[config.mk]
export PLATFORM = sky130hd
export DESIGN_NAME = draw_player
export DESIGN_NICKNAME = d
export VERILOG_FILES = /design/src/rtl/player_pkg.sv /design/src/rtl/state_pkg.sv /design/src/rtl/player_anim_ctl.sv /design/src/rtl/draw_player.sv
export SDC_FILE = /design/constraint.sdc
export NUM_CORES = 1
export LEC_CHECK = 0
export ABC_AREA = 1
export CORE_UTILIZATION = 56
export CTS_CLUSTER_DIAMETER = 30
export DETAILED_ROUTE_END_ITERATION = 6
export GPL_TIMING_DRIVEN = 1
export HOLD_SLACK_MARGIN = 0.1
export PLACE_DENSITY_LB_ADDON = 0.25
export SLEW_MARGIN = 20
export SYNTH_ARGS = -nofsm -noshare
export SYNTH_HDL_FRONTEND = slang
export SYNTH_SLANG_ARGS = --single-unit
[constraint.sdc]
create_clock -name clk -period 4.6 [get_ports clk]
set_input_delay 0.92 -clock clk [delete_from_list [all_inputs] [get_ports clk]]
set_output_delay 0.92 -clock clk [all_outputs]
set_load 0.01 [all_outputs]
[src/rtl/player_pkg.sv]
// player_pkg: player sprite geometry, colours and the floor offset shared with the controller.
package player_pkg;
  localparam int PLAYER_W = 32;
  localparam int PLAYER_H = 48;
  localparam int LEG_H    = 12;
  localparam int Y_OFFSET = 500;
  localparam logic [11:0] BODY_RGB    = 12'h0_8_F;
  localparam logic [11:0] LEG_RGB     = 12'h3_3_3;
  localparam logic [11:0] EYE_RGB     = 12'hF_F_F;
  localparam logic [11:0] OUTLINE_RGB = 12'h0_0_0;
  function automatic logic in_rng(input logic [12:0] v, input int lo, input int hi);
    return int'(v) >= lo && int'(v) <= hi;
  endfunction
endpackage

[src/rtl/state_pkg.sv]
// state_pkg: player movement state shared by the movement controller and sprite drawer.
package state_pkg;
  typedef enum logic [1:0] {
    IDLE   = 2'd0,
    RIGHT1 = 2'd1,
    LEFT1  = 2'd2
  } State;
endpackage

[src/rtl/player_anim_ctl.sv]
// player_anim_ctl: latches player position/state on the vblnk rising edge and derives
// facing direction and walking animation phase once per frame.
module player_anim_ctl
  import state_pkg::*;
#(
  parameter int ANIM_DIV = 8
) (
  input  logic        clk,
  input  logic        rst,
  input  logic        vblnk_i,
  input  logic [11:0] xpos_i,
  input  logic [11:0] ypos_i,
  input  State        state_i,
  output logic [11:0] x_l_o,
  output logic [11:0] y_l_o,
  output logic        face_left_o,
  output logic        anim_phase_o
);
  localparam int CW = ANIM_DIV > 1 ? $clog2(ANIM_DIV) : 1;
  logic          vblnk_q;
  logic [CW-1:0] cnt_q;
  logic          latch, wrap;
  assign latch = vblnk_i && !vblnk_q;
  assign wrap  = cnt_q == CW'(ANIM_DIV - 1);
  always_ff @(posedge clk) begin
    if (rst) begin
      vblnk_q      <= 1'b0;
      x_l_o        <= '0;
      y_l_o        <= '0;
      face_left_o  <= 1'b0;
      anim_phase_o <= 1'b0;
      cnt_q        <= '0;
    end else begin
      vblnk_q <= vblnk_i;
      if (latch) begin
        x_l_o        <= xpos_i;
        y_l_o        <= ypos_i;
        face_left_o  <= state_i == LEFT1 ? 1'b1 : state_i == RIGHT1 ? 1'b0 : face_left_o;
        cnt_q        <= state_i == IDLE || wrap ? '0 : cnt_q + 1'b1;
        anim_phase_o <= state_i == IDLE ? 1'b0 : anim_phase_o ^ wrap;
      end
    end
  end
endmodule

[src/rtl/draw_player.sv]
// draw_player: overlays the animated player sprite on the VGA stream with a fixed 2-cycle delay.
// Optional PLAYER_OUTLINE_EN draws a black outline around the sprite.
module draw_player
  import state_pkg::*;
#(
  parameter int          PLAYER_W = player_pkg::PLAYER_W,
  parameter int          PLAYER_H = player_pkg::PLAYER_H,
  parameter int          Y_OFFSET = player_pkg::Y_OFFSET,
  parameter int          LEG_H    = player_pkg::LEG_H,
  parameter int          ANIM_DIV = 8,
  parameter logic [11:0] BODY_RGB = player_pkg::BODY_RGB,
  parameter logic [11:0] LEG_RGB  = player_pkg::LEG_RGB,
  parameter logic [11:0] EYE_RGB  = player_pkg::EYE_RGB
) (
  input  logic        clk,
  input  logic        rst,
  input  logic [11:0] xpos_player1,
  input  logic [11:0] ypos_player1,
  input  State        state,
  input  logic [10:0] hcount_in,
  input  logic        hsync_in,
  input  logic        hblnk_in,
  input  logic [10:0] vcount_in,
  input  logic        vsync_in,
  input  logic        vblnk_in,
  input  logic [11:0] rgb_in,
  output logic [10:0] hcount_out,
  output logic        hsync_out,
  output logic        hblnk_out,
  output logic [10:0] vcount_out,
  output logic        vsync_out,
  output logic        vblnk_out,
  output logic [11:0] rgb_out
);
  import player_pkg::in_rng;
  localparam int S = PLAYER_W / 32;
  localparam logic signed [12:0] PW_S = 13'(PLAYER_W);
  localparam logic signed [12:0] PH_S = 13'(PLAYER_H);
  logic [11:0] x_l, y_l;
  logic        face_left, anim_phase;
  player_anim_ctl #(.ANIM_DIV(ANIM_DIV)) u_anim (
    .clk         (clk),
    .rst         (rst),
    .vblnk_i     (vblnk_in),
    .xpos_i      (xpos_player1),
    .ypos_i      (ypos_player1),
    .state_i     (state),
    .x_l_o       (x_l),
    .y_l_o       (y_l),
    .face_left_o (face_left),
    .anim_phase_o(anim_phase)
  );
  // 13-bit signed offsets keep positions past the right/bottom edge from aliasing to 0
  logic signed [12:0] rel_x, rel_y;
  logic               in_box;
  assign rel_x  = $signed({2'b0, hcount_in} - {1'b0, x_l});
  assign rel_y  = $signed({2'b0, vcount_in} - (13'(Y_OFFSET) + {1'b0, y_l}));
  assign in_box = !hblnk_in && !vblnk_in && rel_x >= 0 && rel_x < PW_S && rel_y >= 0 && rel_y < PH_S;
  logic [10:0] hcount_q, vcount_q;
  logic        hsync_q, hblnk_q, vsync_q, vblnk_q, in_box_q;
  logic [11:0] rgb_q;
  logic [12:0] rx_q, ry_q;
  always_ff @(posedge clk) begin
    if (rst) begin
      {hcount_q, hsync_q, hblnk_q, vcount_q, vsync_q, vblnk_q} <= '0;
      {rgb_q, in_box_q, rx_q, ry_q} <= '0;
    end else begin
      {hcount_q, hsync_q, hblnk_q} <= {hcount_in, hsync_in, hblnk_in};
      {vcount_q, vsync_q, vblnk_q} <= {vcount_in, vsync_in, vblnk_in};
      {rgb_q, in_box_q} <= {rgb_in, in_box};
      {rx_q, ry_q} <= {rel_x, rel_y};
    end
  end
  logic        leg_band, leg, eye, edge_px;
  logic [11:0] rgb_d;
  assign leg_band = in_rng(ry_q, PLAYER_H - LEG_H, PLAYER_H - 1);
  assign leg = anim_phase ? in_rng(rx_q, 8*S, 16*S - 1) || in_rng(rx_q, 16*S, 24*S - 1)
                          : in_rng(rx_q, 4*S, 12*S - 1) || in_rng(rx_q, 20*S, 28*S - 1);
  assign eye = in_rng(ry_q, 8, 11) &&
               (face_left ? in_rng(rx_q, 6, 9) : in_rng(rx_q, PLAYER_W - 10, PLAYER_W - 7));
`ifdef PLAYER_OUTLINE_EN
  assign edge_px = in_rng(rx_q, 0, 0) || in_rng(rx_q, PLAYER_W - 1, PLAYER_W - 1) ||
                   in_rng(ry_q, 0, 0) || in_rng(ry_q, PLAYER_H - 1, PLAYER_H - 1);
`else
  assign edge_px = 1'b0;
`endif
  assign rgb_d = !in_box_q                   ? rgb_q :
                 edge_px && !(leg_band && !leg) ? player_pkg::OUTLINE_RGB :
                 leg_band                    ? (leg ? LEG_RGB : rgb_q) :
                 eye                         ? EYE_RGB : BODY_RGB;
  always_ff @(posedge clk) begin
    if (rst) begin
      {hcount_out, hsync_out, hblnk_out, vcount_out, vsync_out, vblnk_out, rgb_out} <= '0;
    end else begin
      {hcount_out, hsync_out, hblnk_out} <= {hcount_q, hsync_q, hblnk_q};
      {vcount_out, vsync_out, vblnk_out} <= {vcount_q, vsync_q, vblnk_q};
      rgb_out <= rgb_d;
    end
  end
endmodule

**Yosys cells after proc, flatten, opt, wreduce, memory -nomap -nowiden**

Index checks and enable logic that the tools add are counted.

- Logic and storage cells: 84
- Input port bits: 66
- Flip-flop bits (word level): 132

- Reductions and logical operators: 24
- Bitwise operators: 1
- Muxes and demuxes: 10
- Order comparisons: 20
- Equal/unequal tests: 3
- $add $sub $neg: 4

Operators by type and width:

| operator | count |
|---|---|
| <= comparator 13 x 4 -> 1 bit (second input constant) | 4 |
| two-way mux 12 bit | 4 |
| >= comparator 13 x 5 -> 1 bit (second input constant) | 3 |
| <= comparator 13 x 5 -> 1 bit (second input constant) | 3 |
| >= comparator 13 x 1 -> 1 bit (second input constant) | 2 |
| >= comparator 13 x 3 -> 1 bit (second input constant) | 2 |
| >= comparator 13 x 4 -> 1 bit (second input constant) | 2 |
| < comparator 13 x 7 -> 1 bit (second input constant) | 2 |
| logical AND 1 bit | 15 |
| adder 9 x 12 -> 13 bit (first input constant) | 1 |
| >= comparator 13 x 6 -> 1 bit (second input constant) | 1 |
| <= comparator 13 x 6 -> 1 bit (second input constant) | 1 |
| subtractor 11 x 12 -> 13 bit | 1 |
| subtractor 11 x 13 -> 13 bit | 1 |
| two-way mux 1 bit | 5 |
| adder 3 x 1 -> 3 bit (second input constant) | 1 |
| equality test 3 bit (second input constant) | 1 |
| zero test 1 bit | 3 |
| logical OR 1 bit | 3 |
| two-way mux 3 bit | 1 |
| equality test 2 x 1 -> 1 bit (second input constant) | 1 |
| equality test 2 bit (second input constant) | 1 |
| zero test 2 bit | 1 |
| AND reduction 2 bit | 1 |
| other kinds (2) | 2 |

**Depth between registers and ports, before layout**

- Depth in word-level cells: 7
- Depth in mapped cells: 19
- Gate-level depth less buffers: 19

**By module**

Synthesis repeated with hierarchy kept, for this count alone.

- Cell total of the unflattened synthesis: 782
- Area total of the unflattened synthesis: 5674.2 um^2

By module, submodules not included:

| module | instances | cells an instance | area each (um^2) |
|---|---|---|---|
| draw_player | 1 | 636 | 4550.6 |
| player_anim_ctl | 1 | 146 | 1123.6 |

**Least setup slack after synthesis**

No wires, ideal clock.

- Path kind: input-to-reg
- Start: in vcount_in[1]
- End: reg in_box_q
- Stages: 17
- Data arrival time: 2.544 ns
- Setup slack: 1.992 ns
- Buffers on the path: 0
- Cell sequence: ha_1 ha_1 inv_1 fa_1 inv_1 nand2_1 nand2_1 nand3_1 nand2_1 inv_1 nand2_1 nand2_1 nor2_1 nand3_1 nor2_1 nand3_1 nor2_1

- Longest elaborated chain between the ends: 4
- Elaborated cells between the ends (all ways): 5
- Those cells by class: add/sub: 1; order compare: 2; reduce/logical: 2

RTL lines:

| element | line | source |
|---|---|---|
| start, declared | draw_player.sv:23 | `input logic [10:0] vcount_in,` |
| subtractor 11 x 13 -> 13 bit * | draw_player.sv:57 | `assign rel_y = $signed({2'b0, vcount_in} - (13'(Y_OFFSET) + {1'b0, y_l}));` |
| >= comparator 13 x 1 -> 1 bit | draw_player.sv:58 | `assign in_box = !hblnk_in && !vblnk_in && rel_x >= 0 && rel_x < PW_S && rel_y >= 0 && rel_y < PH_S;` |
| logical AND 1 bit | draw_player.sv:58 |  |
| logical AND 1 bit * | draw_player.sv:58 |  |
| end signal, assigned | draw_player.sv:70 | `{rgb_q, in_box_q} <= {rgb_in, in_box};` |
| end, declared | draw_player.sv:60 | `logic hsync_q, hblnk_q, vsync_q, vblnk_q, in_box_q;` |

Mark *: on every way between the ends. The rest lies on a longest branch, timed or not.
A chain may end at the register's enable or synchronous reset.

**Worst setup path in the final report**

Same ends and word-level chain as after synthesis.

==> impl_metrics.toml <==
[global_routing]
grt_max_degree = 99
grt_pass1_vias = 4722
grt_pass1_wl_um = 19400
antenna_found_initial = 0
grt_usage_pct = 24.1
grt_remaining_overflow = 0

[setup_path]
path_max_fanout = 5
cp_data_required_time_ns = 5.06
crit_arrival_ns = 3.24
slowest_delay_ns = 0.44
end_kind = "register"
critical_path.most_common_cell = "nand2_1"
crit_start = "vcount_in[1]"
crit_slowest_cell = "clkdlybuf4s50_1"
timing.rr.start = "u_anim.y_l_o[1]$_SDFFE_PP0P_"
worstSetupStartpointType = "primary input"
crit_type = "in2reg"
path_cells = "clkdlybuf4s50_1 -> ha_1 -> ha_1 -> inv_1 -> fa_1 -> inv_1 -> nand2_1 -> nand2_1 -> nand3_1 -> nand2_1 -> inv_1 -> nand2_1 -> nand2_1 -> nor2_1 -> nand3_1 -> nor2_1 -> nand3_1 -> nor2_1"

[placement]
gp_congestion = 0.917
portBuffers = 103
dpl_cell_area_um2 = 6760
hpwl_um = 8620
dp_cells = 977

[routing]
wl_per_cell_um = 11.8
num_vias = 4920
antenna_left = 0
dr.first_iter.drc_count = 190
vias_per_cell = 4.88
drc = 0
firstDrtPassIters = 5
finalWirelength_um = 11900

[cells_and_area]
layout.nets = 968
finalNonFillerCells = 1009
postLayoutCellArea_um2 = 7360
postLayoutCoreUtil_pct = 75.7
syn_to_final_growth_pct = 31.0
drive_gt1_share_pct = 6.05
diodes = 0

[pwr]
powerDensity_nw_per_um2 = 422
p_clk_share_pct = 43.1
p_int_mw = 2.29
seq_power_share_pct = 40.0
ir_drop_v = 0.000277
p_sw_uw = 816
power_frac_comb_pct = 16.9
leakagePower_nw = 3.54
swShare_pct = 26.3

[die]
rows = 36
fp.dieArea_um2 = 10400
die_y_um = 102
io_pins = 104
die_x_um = 102
core_area_um2 = 9730
initial_core_util_pct = 57.8

[clocking]
clockBufferDepth = 2
cts_buffers = 17
clockRootBuffer = "clkbuf_8"
cts_sinks = 130
cts_hold_buf = 0
cts_resized = 0
clkSlewWorstSetupHoldPaths_ns = 0.06
htree_num_levels = 4
post_cts_buffers = 0
clock_latency_ns = 0.52
cts_tree = "yes"

[sta]
rsz0062_at_grt = "false"
min_period_over_period_pct = 60.4
final_max_slew_viol_count = 0
max-slew-margin-rel_pct = 38.7
worst_pin_slew_ns = 0.920
fmax_ghz = 0.360
finalSetupTns_ns = 0
period_minus_slack_ns = 2.78
finalHoldViolations = 0
setup_viol_count_final = 0
finalClockSkew_ns = 0.00742

[flow_run]
cap_violations = 0

[synth]
synthArstFlopShare_pct = 0
netlist_area_um2 = 5620
yosys-top-cells-area = "dfxtp_1 46%, inv_1 9.8%, nor2_1 9.8%, ha_1 8.2%, nand2_1 7.4%"
seq_area_frac_synth_pct = 46.3
synth_fp_nets = 863
yosys.area.top_type = "dfxtp_1"
synth-main-ff-cell = "dfxtp_1"
postSynthCellCount = 758
synth_common_cells = "147 x inv_1, 146 x nor2_1, 130 x dfxtp_1"
ys_ff_latch = 130
post-synth-top-count-cell = "inv_1"
ys_warn_count = 0
synth.top_cell.area_share_pct = 46.3
yosysUniqueCellTypes = 33
synth_edf_count = 0
synth.avg_cell_area_um2 = 7.41

[hold_path]
worstHoldPathType = "reg2reg"
hold_start = "hcount_q[3]$_SDFF_PP0_"

[run_status]
status = "finished, final reports clean"
## kinds of logic after synthesis
| kind of cell | Yosys count | share of synthesized area (%) |
|---|---|---|
| simple gates | 315 | 22.9 |
| buf+inv | 170 | 11.4 |
| flops | 130 | 46.3 |
| compound gates | 100 | 9.53 |
| fa+ha+maj | 39 | 8.95 |
| xor+xnor | 4 | 0.891 |
## metal layers
metal / GRT usage [%] / vias up / wire, um
li1: - / 2527 / -
met1: 23.6 / 2220 / 4770
met2: 45.5 / 134 / 6240
met3: 6.36 / 39 / 541
met4: 13.8 / 0 / 385
met5: 0 / - / 0
## layout by cell type, fill, tap and decap left out, types with 2 or more instances in the layout
cell / count
a21oi_2: 3
inv_2: 2
o21bai_1: 2
clkbuf_16: 16
inv_1: 147
o21ai_2: 2
nor2_1: 146
dfxtp_1: 130
nand2_1: 111
nand3_2: 3
nand2_2: 5
inv_6: 2
xor2_2: 2
fa_1: 2
ha_1: 37
clkinvlp_4: 4
o21ai_1: 2
or2_1: 2
bufinv_16: 3
clkbuf_1: 2
nand3_1: 35
buf_4: 4
clkbuf_8: 3
clkdlybuf4s50_1: 102
nand4_1: 4
a21oi_1: 46
o21ai_0: 40
nor2_2: 2
nor3_1: 6
## through the flow
step	hold slack, ns	setup slack (ns)	total power, mW
floorplan	0.388	1.99	1.61
global placement	0.389	1.39	1.76
detailed placement	0.395	1.35	1.78
CTS	0.403	1.84	3.12
global route	0.420	1.57	3.25
finish	0.401	1.82	3.10
## area by class of cell
cell class / instances / area [um^2]
sequential: 130 / 2600
tap: 133 / 166
multi-input combinational: 458 / 2380
clock buffer: 21 / 449
timing repair buffer: 106 / 1050
clock inverter: 11 / 151
fill: 704 / 2370
inverter: 150 / 563
## registers in the layout, indices dropped and copies added (netlist names), 3 cells and up
register      cells
vcount_q         11
rx_q             13
vcount_out       11
u_anim.x_l_o     12
u_anim.cnt_q      3
u_anim.y_l_o     12
hcount_q         11
hcount_out       11
rgb_q            12
rgb_out          12
ry_q             11
## power by group through the flow
stage	combinational [mW]	clock, mW	sequential, mW
CTS	0.521	1.36	1.24
global placement	0.495	0	1.26
detailed placement	0.512	0	1.26
floorplan	0.342	0	1.26
finish	0.523	1.34	1.24
global route	0.592	1.41	1.25
## worst paths after layout
kind,to,slack [ns],cells after the start
hold reg to reg,hcount_out[3]$_SDFF_PP0_,0.40,2
hold / removal,hcount_out[3]$_SDFF_PP0_,0.40,2
setup / recovery,in_box_q$_SDFF_PP0_,1.82,18
setup reg to reg,in_box_q$_SDFF_PP0_,2.34,18
## worst max-delay path, delay by kind of cell
| family | cells | cell delay, ns |
|---|---|---|
| adders and majority gates | 3 | 0.82 |
| buffers and inverters | 4 | 0.66 |
| and+or+nand+nor | 11 | 0.82 |
Power figures use the tool's default switching activity.
